File: src/rtl/fixed2float.sv
// fixed2float: 3-stage pipelined signed fixed-point (FIXED_W, FRAC_BITS) to FP16 converter.
//   Ports: clk, reset_n (async active-low)
//          fixed_in/valid_i/ready_o  - input handshake
//          float_out/valid_o/ready_i - output handshake, ovf_o flags saturated results
//   Optional: define FIXED2FLOAT_INF_EN to emit +/-infinity on overflow instead of +/-max finite.
module fixed2float #(
  parameter int FIXED_W   = 44,
  parameter int FRAC_BITS = 24
) (
  input  logic               clk,
  input  logic               reset_n,
  input  logic [FIXED_W-1:0] fixed_in,
  input  logic               valid_i,
  output logic               ready_o,
  output logic [15:0]        float_out,
  output logic               valid_o,
  input  logic               ready_i,
  output logic               ovf_o
);
  localparam int PW = $clog2(FIXED_W);
  localparam int SUB_SH = 24 - FRAC_BITS;
`ifdef FIXED2FLOAT_INF_EN
  localparam logic [14:0] OVF_MAG = 15'h7C00;
`else
  localparam logic [14:0] OVF_MAG = 15'h7BFF;
`endif
  logic               r1_v, r1_s, r2_v, r2_s, r2_z, r3_v, r_ovf;
  logic [FIXED_W-1:0] r1_m, r2_m;
  logic [PW-1:0]      r2_sh;
  logic signed [7:0]  r2_e;
  logic [15:0]        r_float;
  logic               w_stall;
  logic [FIXED_W-1:0] w_mag;
  logic [PW-1:0]      w_p;
  logic [FIXED_W-2:0] w_n;
  logic [9:0]         w_mant, w_smant;
  logic               w_g, w_st, w_up, w_sub, w_ovf;
  logic [10:0]        w_mr;
  logic signed [7:0]  w_er;
  logic [15:0]        w_float;
  assign w_stall   = r3_v & ~ready_i;
  assign ready_o   = ~w_stall;
  assign valid_o   = r3_v;
  assign float_out = r_float;
  assign ovf_o     = r_ovf;
  // Negating -2^(FIXED_W-1) yields the same bit pattern, which read unsigned is exactly 2^(FIXED_W-1).
  assign w_mag = fixed_in[FIXED_W-1] ? -fixed_in : fixed_in;
  always_comb begin
    w_p = '0;
    for (int i = 0; i < FIXED_W; i++) if (r1_m[i]) w_p = PW'(i);
  end
  // Left-justify so the leading one sits just above w_n; mantissa, guard and sticky are then fixed slices.
  assign w_n     = (FIXED_W-1)'(r2_m << r2_sh);
  assign w_mant  = w_n[FIXED_W-2 -: 10];
  assign w_g     = w_n[FIXED_W-12];
  assign w_st    = |w_n[FIXED_W-13:0];
  assign w_up    = w_g & (w_st | w_mant[0]);
  assign w_mr    = {1'b0, w_mant} + 11'(w_up);
  assign w_er    = r2_e + $signed({7'b0, w_mr[10]});
  assign w_sub   = r2_e < 8'sd1;
  assign w_smant = 10'(r2_m << SUB_SH);
  assign w_ovf   = ~r2_z & ~w_sub & (w_er > 8'sd30);
  assign w_float = r2_z  ? 16'h0000 :
                   w_ovf ? {r2_s, OVF_MAG} :
                   w_sub ? {r2_s, 5'b0, w_smant} :
                           {r2_s, w_er[4:0], w_mr[9:0]};
  always_ff @(posedge clk or negedge reset_n) begin
    if (!reset_n) begin
      r1_v    <= 1'b0;
      r1_s    <= 1'b0;
      r1_m    <= '0;
      r2_v    <= 1'b0;
      r2_s    <= 1'b0;
      r2_z    <= 1'b1;
      r2_m    <= '0;
      r2_sh   <= '0;
      r2_e    <= '0;
      r3_v    <= 1'b0;
      r_float <= '0;
      r_ovf   <= 1'b0;
    end else if (!w_stall) begin
      r1_v    <= valid_i;
      r1_s    <= fixed_in[FIXED_W-1];
      r1_m    <= w_mag;
      r2_v    <= r1_v;
      r2_s    <= r1_s;
      r2_z    <= ~|r1_m;
      r2_m    <= r1_m;
      r2_sh   <= PW'(FIXED_W-1) - w_p;
      r2_e    <= $signed(8'(w_p)) + 8'sd15 - 8'(FRAC_BITS);
      r3_v    <= r2_v;
      r_float <= r2_v ? w_float : 16'h0000;
      r_ovf   <= r2_v & w_ovf;
    end
  end
endmodule
File: config.mk
export PLATFORM = sky130hd
export DESIGN_NAME = fixed2float
export DESIGN_NICKNAME = d
export VERILOG_FILES = /design/src/rtl/fixed2float.sv
export SDC_FILE = /design/constraint.sdc
export NUM_CORES = 1
export LEC_CHECK = 0
export ABC_AREA = 0
export CELL_PAD_IN_SITES_DETAIL_PLACEMENT = 1
export CELL_PAD_IN_SITES_GLOBAL_PLACEMENT = 1
export CORE_UTILIZATION = 26
export DETAILED_ROUTE_END_ITERATION = 6
export GPL_ROUTABILITY_DRIVEN = 0
export PLACE_DENSITY_LB_ADDON = 0.1
export SYNTH_ARGS = -nofsm -noshare
export SYNTH_HDL_FRONTEND = slang
export SYNTH_SLANG_ARGS = --single-unit
File: constraint.sdc
create_clock -name clk -period 7.95 [get_ports clk]
set_input_delay 1.9875 -clock clk [delete_from_list [all_inputs] [get_ports clk]]
set_output_delay 1.9875 -clock clk [all_outputs]
set_load 0.01 [all_outputs]
==> run metrics <==
run status=complete, no violations; most numerous cell types in the synthesized netlist=nand2_1, dfrtp_1, o21ai_0; Detailed Place HPWL=approximately 23000 um; buffer cell driving the clock tree root=clkbuf_16; post-synthesis register bit count=123; Post-Place Setup Slack=between 2 and 2.5 ns; area growth from synthesis to layout=17.57%; mux cell area share after synthesis=between 10% and 20%; unrepaired setup endpoints after global routing=false; share of final-layout standard cells stronger than drive strength 1=between 10% and 20%; dominant cells by area after synthesis=dfrtp_1, mux4_2, nand2_1; share of the clock period used by the worst path after layout=around 73%; final non-filler cell area=between 0.01 and 0.015 mm^2; number of buffers inserted by hold repair at cts=0; pin count of the biggest net entering global routing=181; Final Util=31.19%; Diodes inserted=0; chip width=between 150 and 200 um; area of the mapped netlist=just over 0.009 mm^2; Post-CTS Resized=0; residual antenna-violating net count after detailed routing=0; crit-path max FO=63; routed length per instance=just under 20 um; core region area=0.03463 mm^2; top-area cell type share of the netlist area=33.24%; max-slew violation count=0; basic-gate share of the synthesized area counting and, or, nand and nor cells=21.37%; final WL=31140 um; port buffer count=66; type of the worst min-delay path=reg2reg; drt pass-1 iters=4; DRC errors left=0; largest family of logic cells by synthesized area=simple AND/OR/NAND/NOR gates; clock tree skew after final layout=about 0.017 ns; number of sinks driven by the clock tree=approximately 120; Chip Height=roughly 190 um; Final Non-Filler Cells=1565; Clock Latency Late Sink=~0.43 ns; count of flip-flops with a built-in enable after synthesis=0; final setup slack of the worst path=2.145 ns; Worst IR Drop VDD=roughly 0.00016 V; number of vias per cell=about 5.2; Vias=8164; worst slew pin tran=between 0.9 and 1 ns; critical path endpoint category=flop; initial standard-cell utilization of the core=a little over a quarter; site row count=68; average instance area after synthesis=between 8 and 9 um^2; worst endpoint data arrival time=between 6 and 7 ns; initial antenna violation count=0; top flip-flop cell by instance count after synthesis=dfrtp_1; type of element launching the critical path=flop; via count of the first global-routing pass=8512; xor and xnor area share after synthesis=under 10%; number of nets in the final layout=between 1k and 1.5k; required time of the worst setup path=roughly 8.3 ns; GR Overflow Total=0; buffer depth of the longest clock path=2; cell area power density=~400 mW/mm^2; number of instances in the placed design=between 1.5k and 2k; number of buffers inserted during clock tree synthesis=17; critical path start-end classification=reg2reg; synthesized-area fraction occupied by adder cells=under 10%; boundary pin count=67; clock tree from TritonCTS=yes; die area=0.03608 mm^2; clock slew seen by the registers of the worst setup and hold paths=~0.060 ns; cell area after placement=0.01024 mm^2; maximum level of the CTS H-tree=4; Synth cell types=70; number of maximum-capacitance violations=0; fraction of registers with async set or reset after synthesis=between 90% and 100%; cell type with the highest aggregate area in the netlist=dfrtp_1; Highest Clock Rate=0.1723 GHz; most frequent cell after synthesis=nand2_1; Final Critical Period=~5.8 ns; number of nets produced by synthesis=between 1k and 1.5k; number of hold violations in the final report=0; sequential fraction of the synthesis area=around 34%; P_leak=4.342 nW; setup bufs post-CTS=0; Gate Count Post-Synth=between 1k and 1.5k; wire length of the first global-routing pass=roughly 50000 um; GRT Overall Usage=a little under a fifth; drt initial violations=496; setup TNS after final layout=0 ns; headroom to the max-slew limit=36.31%; final-report setup violation count=0; post-synthesis compound-gate area fraction=between 15 and 20%; Yosys warnings=0
## worst paths after layout
check | slack (ns) | to | from | cells after the start
setup / recovery | 2.15 | float_out[6] | r2_sh[1] | 20
hold / removal | 0.47 | float_out[7] | float_out[7] | 2
setup reg to reg | 2.15 | float_out[6] | r2_sh[1] | 20
hold reg to reg | 0.47 | float_out[7] | float_out[7] | 2
max in group asynchronous | 4.92 | r2_m[3] | reset_n | 2
min in group asynchronous | 1.63 | r1_m[27] | reset_n | 1
## cells by family after synthesis
logic type / count (synthesis)
compound gates: 248
xor+xnor: 53
fa+ha+maj: 8
buf+inv: 97
flops: 123
mux: 107
simple gates: 436
## sequential cells by signal (all words and copies together) (netlist names)
name and flops:
valid_o 1, r2_sh 6, r2_m 43, r1_s 1
ovf_o 1, r1_m 44, float_out 16, r2_z 1
r2_v 1, r1_v 1, r2_e 7, r2_s 1
## per-stage QoR
stage | hold WS, ns | power, mW
5_1_grt | 0.4926 | 4.644
6_report | 0.4692 | 4.301
3_3_place_gp | 0.4562 | 3.574
3_5_place_dp | 0.4559 | 3.593
4_1_cts | 0.4712 | 4.358
2_1_floorplan | 0.4380 | 2.776
## worst max-delay path, cell delays in order, from the launching register on
cell and delay, ns:
dfrtp_4 1.03, buf_4 0.46, mux4_2 0.32, mux2i_1 0.10
o22ai_1 0.25, a211oi_1 0.14, or2_2 0.34, nor4_1 0.58
nand2_1 0.17, nor3_1 0.30, ha_1 0.22, ha_1 0.26
nand3_1 0.12, xor2_1 0.17, nor3_1 0.32, nor4_1 0.09
nor3_1 0.20, nand2_1 0.19, nand2_1 0.20, o221ai_1 0.15
nand2_1 0.11
## layout make-up
| class | instances | area [um^2] |
|---|---|---|
| clock buffers | 19 | 442.9 |
| clock inverters | 13 | 120.1 |
| fillers | 4029 | 23830 |
| inverters | 26 | 97.59 |
| multi-input cells | 852 | 5732 |
| flip-flops and latches | 123 | 3084 |
| well taps | 455 | 569.3 |
| repair buffers | 77 | 753.2 |
## layout by cell type, fill, tap and decap left out, types with 11 or more instances in the layout
cell               n
nand2_1          251
dfrtp_1          120
o21ai_0          103
clkdlybuf4s50_1   65
nor2_1            54
mux2i_1           54
mux4_2            45
xor2_1            44
a21oi_1           39
nor3_1            30
inv_1             24
nand3_1           17
clkbuf_16         17
o31ai_1           16
nor4_1            12
buf_4             11
## power breakdown
| part | leakage, nW | internal [mW] | switching, mW |
|---|---|---|---|
| Sequential | 1.50 | 0.840 | 0.422 |
| Clock | 0.269 | 0.439 | 0.307 |
| Combinational | 2.57 | 1.04 | 1.25 |
| Total | 4.34 | 2.32 | 1.98 |
## layer usage
layer | vias up | wire length (um) | global-route usage [%] | part of all wire (%)
li1 | 3939 | - | - | -
met1 | 4066 | 15240 | 25.33 | 49
met2 | 135 | 14590 | 29.27 | 47
met3 | 24 | 775 | 2.066 | 2.5
met4 | 0 | 543 | 5.180 | 1.7
met5 | - | 0 | 0 | 0
(Power assumes the default switching activity.)
